$ cat src/rtl/wiper_pkg.sv
// Shared types and helpers for the wiper sweep sequencer.
// Speed and state encodings plus the half-sweep length function.
package wiper_pkg;

  typedef enum logic [1:0] {
    SPD_OFF  = 2'd0,
    SPD_SLOW = 2'd1,
    SPD_FAST = 2'd2
  } speed_t;

  typedef enum logic [1:0] {
    PARK  = 2'd0,
    OUT   = 2'd1,
    BACK  = 2'd2,
    DWELL = 2'd3
  } wiper_state_t;

  function automatic int half_len(
    speed_t s,
    int     sweep,
    int     div
  );
    return (s == SPD_FAST) ? sweep : sweep * div;
  endfunction

  function automatic speed_t eff_speed(
    logic [1:0] r
  );
    speed_t s;
    unique case (r)
      2'd1:    s = SPD_SLOW;
      2'd2:    s = SPD_FAST;
      default: s = SPD_OFF;
    endcase
    return s;
  endfunction

endpackage

$ cat src/rtl/wiper_sweep_sequencer_if.sv
// Command/status bundle between rain classifier and wiper sequencer.
// master drives requests, slave is the sequencer.
interface wiper_sweep_sequencer_if;

  logic [1:0] speed_req;
  logic       wash_req;
  logic       motor_en;
  logic       motor_dir;
  logic       wash_pump;
  logic [1:0] st;
  logic [7:0] sweep_cnt;

  modport master (
    output speed_req,
    output wash_req,
    input  motor_en,
    input  motor_dir,
    input  wash_pump,
    input  st,
    input  sweep_cnt
  );

  modport slave (
    input  speed_req,
    input  wash_req,
    output motor_en,
    output motor_dir,
    output wash_pump,
    output st,
    output sweep_cnt
  );

endinterface

$ cat src/rtl/wiper_tick_counter.sv
// Per-state cycle counter with clear, enable and terminal compare.
// Cleared on every state change by the sequencer.
module wiper_tick_counter #(
  parameter int W = 4
) (
  input  logic         clk,
  input  logic         rst_n,
  input  logic         clr,
  input  logic         en,
  input  logic [W-1:0] term,
  output logic         tc
);

  logic [W-1:0] cnt_q, cnt_d;

  always_comb begin
    cnt_d = cnt_q;
    if (clr) begin
      cnt_d = '0;
    end else if (en) begin
      cnt_d = cnt_q + W'(1);
    end
  end

  always_ff @(posedge clk or negedge rst_n) begin
    if (!rst_n) begin
      cnt_q <= '0;
    end else begin
      cnt_q <= cnt_d;
    end
  end

  assign tc = (cnt_q == term);

endmodule

$ cat src/rtl/wiper_sweep_sequencer.sv
// Wiper motor sweep sequencer: off/slow/fast sweeps with slow dwell.
// Washer arbitration is built only when WIPER_WASH_EN is defined.
import wiper_pkg::*;

module wiper_sweep_sequencer #(
  parameter int SWEEP_TICKS = 4,
  parameter int SLOW_DIV    = 2,
  parameter int DWELL_TICKS = 6,
  parameter int WASH_SWEEPS = 3
) (
  input  logic             clk_2,
  input  logic             reset,
  wiper_sweep_sequencer_if.slave bus
);

  localparam int SLOW_LEN = SWEEP_TICKS * SLOW_DIV;
  localparam int MAX_LEN  =
    (SLOW_LEN > DWELL_TICKS) ? SLOW_LEN : DWELL_TICKS;
  localparam int CW = $clog2(MAX_LEN + 1);

  wiper_state_t  state_q, state_d;
  speed_t        spd_q, spd_d, req;
  logic [7:0]    sweep_q, sweep_d;
  logic          men_q, men_d;
  logic          mdir_q, mdir_d;
  logic [CW-1:0] term;
  logic          tc;
  logic          back_end;
  logic          wash_now;
  logic          wash_next;

  assign req = eff_speed(bus.speed_req);

  assign term = (state_q == DWELL)
    ? CW'(DWELL_TICKS - 1)
    : CW'(half_len(spd_q, SWEEP_TICKS, SLOW_DIV) - 1);

  assign back_end = (state_q == BACK) && tc;

  wiper_tick_counter #(
    .W (CW)
  ) u_tick (
    .clk   (clk_2),
    .rst_n (reset),
    .clr   (state_d != state_q),
    .en    (state_q != PARK),
    .term  (term),
    .tc    (tc)
  );

`ifdef WIPER_WASH_EN
  localparam int WW = $clog2(WASH_SWEEPS + 1);

  logic          wreq_q;
  logic [WW-1:0] wl_q, wl_d;

  // A retrigger reloads even on the cycle a sweep ends.
  always_comb begin
    wl_d = wl_q;
    if (bus.wash_req && !wreq_q) begin
      wl_d = WW'(WASH_SWEEPS);
    end else if (back_end && (wl_q != '0)) begin
      wl_d = wl_q - WW'(1);
    end
  end

  always_ff @(posedge clk_2 or negedge reset) begin
    if (!reset) begin
      wreq_q <= 1'b0;
      wl_q   <= '0;
    end else begin
      wreq_q <= bus.wash_req;
      wl_q   <= wl_d;
    end
  end

  assign wash_now  = (wl_q != '0);
  assign wash_next = (wl_d != '0);
`else
  assign wash_now  = 1'b0;
  assign wash_next = 1'b0;
`endif

  always_comb begin
    state_d = state_q;
    spd_d   = spd_q;
    sweep_d = sweep_q;
    unique case (state_q)
      PARK: begin
        if (wash_now || (req != SPD_OFF)) begin
          state_d = OUT;
          spd_d   = wash_now ? SPD_FAST : req;
        end
      end
      OUT: begin
        if (tc) state_d = BACK;
      end
      BACK: begin
        if (tc) begin
          sweep_d = sweep_q + 8'd1;
          if (wash_next || (req == SPD_FAST)) begin
            state_d = OUT;
            spd_d   = SPD_FAST;
          end else if (req == SPD_SLOW) begin
            state_d = DWELL;
            spd_d   = SPD_SLOW;
          end else begin
            state_d = PARK;
            spd_d   = SPD_OFF;
          end
        end
      end
      DWELL: begin
        if ((req == SPD_FAST) || wash_now) begin
          state_d = OUT;
          spd_d   = SPD_FAST;
        end else if (req == SPD_OFF) begin
          state_d = PARK;
          spd_d   = SPD_OFF;
        end else if (tc) begin
          state_d = OUT;
          spd_d   = SPD_SLOW;
        end
      end
      default: state_d = PARK;
    endcase
    men_d  = (state_d == OUT) || (state_d == BACK);
    mdir_d = (state_d == OUT);
  end

  always_ff @(posedge clk_2 or negedge reset) begin
    if (!reset) begin
      state_q <= PARK;
      spd_q   <= SPD_OFF;
      sweep_q <= 8'd0;
      men_q   <= 1'b0;
      mdir_q  <= 1'b0;
    end else begin
      state_q <= state_d;
      spd_q   <= spd_d;
      sweep_q <= sweep_d;
      men_q   <= men_d;
      mdir_q  <= mdir_d;
    end
  end

  assign bus.motor_en  = men_q;
  assign bus.motor_dir = mdir_q;
  assign bus.wash_pump = wash_now;
  assign bus.st        = state_q;
  assign bus.sweep_cnt = sweep_q;

endmodule

$ cat src/flat_wrapper.sv
// flat-port wrapper written by rule: the top's interface ports become plain ports
module wiper_sweep_sequencer_flat 
#(
  parameter int SWEEP_TICKS = 4,
  parameter int SLOW_DIV    = 2,
  parameter int DWELL_TICKS = 6,
  parameter int WASH_SWEEPS = 3
)
  (clk_2, reset, bus_speed_req, bus_wash_req, bus_motor_en, bus_motor_dir, bus_wash_pump, bus_st, bus_sweep_cnt);
  wiper_sweep_sequencer_if bus_i ();
  input  logic clk_2;
  input  logic reset;
  input wire logic [$bits(bus_i.speed_req)-1:0] bus_speed_req;
  input wire logic [$bits(bus_i.wash_req)-1:0] bus_wash_req;
  output wire logic [$bits(bus_i.motor_en)-1:0] bus_motor_en;
  output wire logic [$bits(bus_i.motor_dir)-1:0] bus_motor_dir;
  output wire logic [$bits(bus_i.wash_pump)-1:0] bus_wash_pump;
  output wire logic [$bits(bus_i.st)-1:0] bus_st;
  output wire logic [$bits(bus_i.sweep_cnt)-1:0] bus_sweep_cnt;
  assign bus_i.speed_req = bus_speed_req;
  assign bus_i.wash_req = bus_wash_req;
  assign bus_motor_en = bus_i.motor_en;
  assign bus_motor_dir = bus_i.motor_dir;
  assign bus_wash_pump = bus_i.wash_pump;
  assign bus_st = bus_i.st;
  assign bus_sweep_cnt = bus_i.sweep_cnt;
  wiper_sweep_sequencer #(.SWEEP_TICKS(SWEEP_TICKS), .SLOW_DIV(SLOW_DIV), .DWELL_TICKS(DWELL_TICKS), .WASH_SWEEPS(WASH_SWEEPS)) u_core (.clk_2(clk_2), .reset(reset), .bus(bus_i));
endmodule
$ cat config.mk
export PLATFORM = sky130hd
export DESIGN_NAME = wiper_sweep_sequencer_flat
export DESIGN_NICKNAME = d
export VERILOG_FILES = /design/src/rtl/wiper_pkg.sv /design/src/rtl/wiper_sweep_sequencer_if.sv /design/src/rtl/wiper_tick_counter.sv /design/src/rtl/wiper_sweep_sequencer.sv /design/src/flat_wrapper.sv
export SDC_FILE = /design/constraint.sdc
export NUM_CORES = 1
export LEC_CHECK = 0
export CAP_MARGIN = 5
export CORE_ASPECT_RATIO = 1.1
export CORE_UTILIZATION = 52
export CTS_BUF_LIST = sky130_fd_sc_hd__clkbuf_16
export CTS_CLUSTER_DIAMETER = 40
export DETAILED_ROUTE_END_ITERATION = 16
export GPL_ROUTABILITY_DRIVEN = 0
export PLACE_DENSITY_LB_ADDON = 0.3
export SETUP_SLACK_MARGIN = 0.5
export SYNTH_ARGS = -nofsm -noshare
export SYNTH_HDL_FRONTEND = slang
export SYNTH_SLANG_ARGS = --single-unit
$ cat constraint.sdc
create_clock -name clk_2 -period 2.4 [get_ports clk_2]
set_input_delay 0.24 -clock clk_2 [delete_from_list [all_inputs] [get_ports clk_2]]
set_output_delay 0.24 -clock clk_2 [all_outputs]
set_load 0.005 [all_outputs]
==> flow_metrics.env <==
export IMPL_status="finished clean"
export IMPL_ys_warnings_count=0
export IMPL_finalClockSkew_ps=4.114
export IMPL_relSlewSlack_pct=45.80
export IMPL_fmax_ghz=0.4913
export IMPL_ant_nets=0
export IMPL_crit_arrival_ps=2230
export IMPL_totalNegativeSetupSlack_ps=0
export IMPL_drt_wl_total_mm=2.819
export IMPL_dr_pass1_iters=4
export IMPL_grt_max_degree=20
export IMPL_p_int_mw=1.075
export IMPL_cp_required_ps=2590
export IMPL_power_frac_clock_pct=19.3
export IMPL_rsz0062_at_grt="true"
export IMPL_fin_crit_sh_pct=84.82
export IMPL_cts_hold_buf=0
export IMPL_cpPeakStageDelay_ps=560
export IMPL_drt_iter0_markers=23
export IMPL_worst_pin_slew_ps=810.5
export IMPL_dp_hpwl_mm=1.670
export IMPL_startpoint_type="flip-flop"
export IMPL_syn_nets=128
export IMPL_syn_inst=116
export IMPL_utilization_pct=78.37
export IMPL_cp_cell_sequence="nand2b_4, or4_4, a21oi_4, o21ai_2, a221oi_2, ha_1, inv_1"
export IMPL_design_die_area_um2=2376
export IMPL_grt_pass1_vias=922
export IMPL_p_sw_uw=642.5
export IMPL_wl_per_cell_um=16.20
export IMPL_avgSynthCellArea_um2=9.794
export IMPL_synth_area_leaders="dfrtp_1, ha_1, xnor2_1, nand2b_1, nand4_1"
export IMPL_synth_ff_type="dfrtp_1"
export IMPL_p_sw_share_pct=37.42
export IMPL_syn_to_final_growth_pct=40.86
export IMPL_vias=980
export IMPL_cts_buffer_depth=2
export IMPL_end_kind="flip-flop"
export IMPL_drv_cap=0
export IMPL_cts_tree="yes"
export IMPL_yosysSeqAreaShare_pct=39.65
export IMPL_boundaryPins=18
export IMPL_insertion_delay_ps=250
export IMPL_p_per_area_nw_per_um2=1073
export IMPL_avgViaCountPerCell=5.632
export IMPL_die_x_um=46.57
export IMPL_finalWorstSetupSlack_ps=364.4
export IMPL_final_area_um2=1600
export IMPL_cts_buffers_inserted=3
export IMPL_grt_pass1_wl_mm=4.126
export IMPL_post_place_ws_ps=92.15
export IMPL_slew_viol_final=0
export IMPL_final_cells=174
export IMPL_cp_max_fo=4
export IMPL_synth_distinct_cells=42
export IMPL_die_h_um=51.03
export IMPL_htree_levels=1
export IMPL_num_antenna_cells=0
export IMPL_critical_path_class="flip-flop to flip-flop"
export IMPL_seqPwrFrac_pct=27.6
export IMPL_fin_nets=160
export IMPL_placed_cell_area_um2=1333
export IMPL_cpMaxStageDelayCell="or4_4"
export IMPL_drcViolationCount=0
export IMPL_ir_worst_vdd_mv=0.7903
export IMPL_place_inst=157
export IMPL_hold_violations=0
export IMPL_p_leak_nw=0.6924
export IMPL_fin_crit_ps=2036
export IMPL_portBuffers=15
export IMPL_grt_util_all_layers_pct=24.78
export IMPL_pwr_share_comb_pct=53.1
export IMPL_clock_sinks=18
export IMPL_synth_top_cell_area_share_pct=39.65
export IMPL_antenna_found_initial=0
export IMPL_drive_gt1_share_pct=28.77
export IMPL_whs_ps=457.5
export IMPL_synth_edf_count=0
export IMPL_rows=17
export IMPL_grt_overflow=0
export IMPL_synthArstFlopShare_pct=100.0
export IMPL_hp_class="input port to asynchronous set/reset pin"
export IMPL_p_total_mw=1.717
export IMPL_setup_viol=0
export IMPL_core_um2=2042
export IMPL_ys_ff_latch=18
export IMPL_final_cell_mix="buf_4, dfrtp_1, clkdlybuf4s50_1"
export IMPL_clock_root_buffer="clkbuf_16"
export IMPL_netlist_area_um2=1136
export IMPL_start_util_pct=55.64
export IMPL_clkTransAtPathRegs_ps=50
export IMPL_synth_area_leader_cell="dfrtp_1"
## per-layer routing
layer | routed length, µm | global-route usage, %
met2 | 1522 | 40.97
met1 | 1171 | 29.45
met4 | 53 | 13.24
met5 | 0 | 0
met3 | 72 | 4.240
## worst max-delay path: cells and delay by family, from the launching register on
kind,cells,cell delay (ps)
flops,1,390
compound gates,3,540
fa+ha+maj,1,290
simple gates,2,700
buf+inv,1,60
## area by class of cell
type / instances / area, µm²
multi-input combinational: 86 / 721.9
sequential: 18 / 452.9
fill: 134 / 441.7
timing repair buffer: 33 / 292.8
clock buffer: 3 / 75.07
tap: 28 / 35.03
inverter: 6 / 22.52
## power by group through the flow
| stage | Clock, mW | Combinational (mW) | Sequential, mW |
|---|---|---|---|
| 5_1_grt | 0.344 | 0.978 | 0.485 |
| 2_1_floorplan | 0 | 0.477 | 0.455 |
| 3_3_place_gp | 0 | 0.613 | 0.472 |
| 4_1_cts | 0.330 | 0.723 | 0.480 |
| 6_report | 0.331 | 0.911 | 0.475 |
| 3_5_place_dp | 0 | 0.632 | 0.478 |
## sequential cells by signal (all words and copies together), names as in the netlist
name / count
u_core.bus.sweep_cnt: 8
u_core.u_tick.cnt_q: 4
u_core.bus.st: 2
u_core.spd_q: 2
u_core.bus.motor_dir: 1
u_core.bus.motor_en: 1
## synthesized netlist by cell type (3+ instances only)
cell type / n
and3_1: 3
nand4_1: 5
a21oi_1: 3
nor2_1: 8
ha_1: 7
nand2_1: 7
xnor2_1: 9
nor3_1: 5
o21ai_0: 5
dfrtp_1: 18
inv_1: 6
nand2b_1: 5
## kinds of logic after synthesis
logic type,synth area share [%]
DFF,39.65
muxes,3.744
xor gates and xnor gates,8.481
buffers and inverters,5.066
AOI/OAI and AO/OA,14.65
adders and majority gates,7.709
and+or+nand+nor,20.38
other,0.3301
## timing repair
item                       CTS  global route
buffers inserted             8             6
resized for setup            6            10
setup endpoints to repair    3            13
pin swaps                   10            13
## path summary, 6_finish.rpt
check / depth (start not counted) / from / slack [ps] / end
max: 7 / u_core.u_tick.cnt_q[3]$_DFFE_PN0P_ / 360 / u_core.bus.motor_en$_DFF_PN0_
max reg2reg: 7 / u_core.u_tick.cnt_q[3]$_DFFE_PN0P_ / 360 / u_core.bus.motor_en$_DFF_PN0_
min reg2reg: 1 / u_core.bus.sweep_cnt[7]$_DFFE_PN0P_ / 480 / u_core.bus.sweep_cnt[7]$_DFFE_PN0P_
max in group asynchronous: 1 / reset / 1380 / u_core.u_tick.cnt_q[2]$_DFFE_PN0P_
min: 1 / reset / 460 / u_core.bus.sweep_cnt[6]$_DFFE_PN0P_
min in group clk_2: 1 / u_core.bus.sweep_cnt[7]$_DFFE_PN0P_ / 480 / u_core.bus.sweep_cnt[7]$_DFFE_PN0P_
Note: power is estimated with default switching activity, not from simulation.
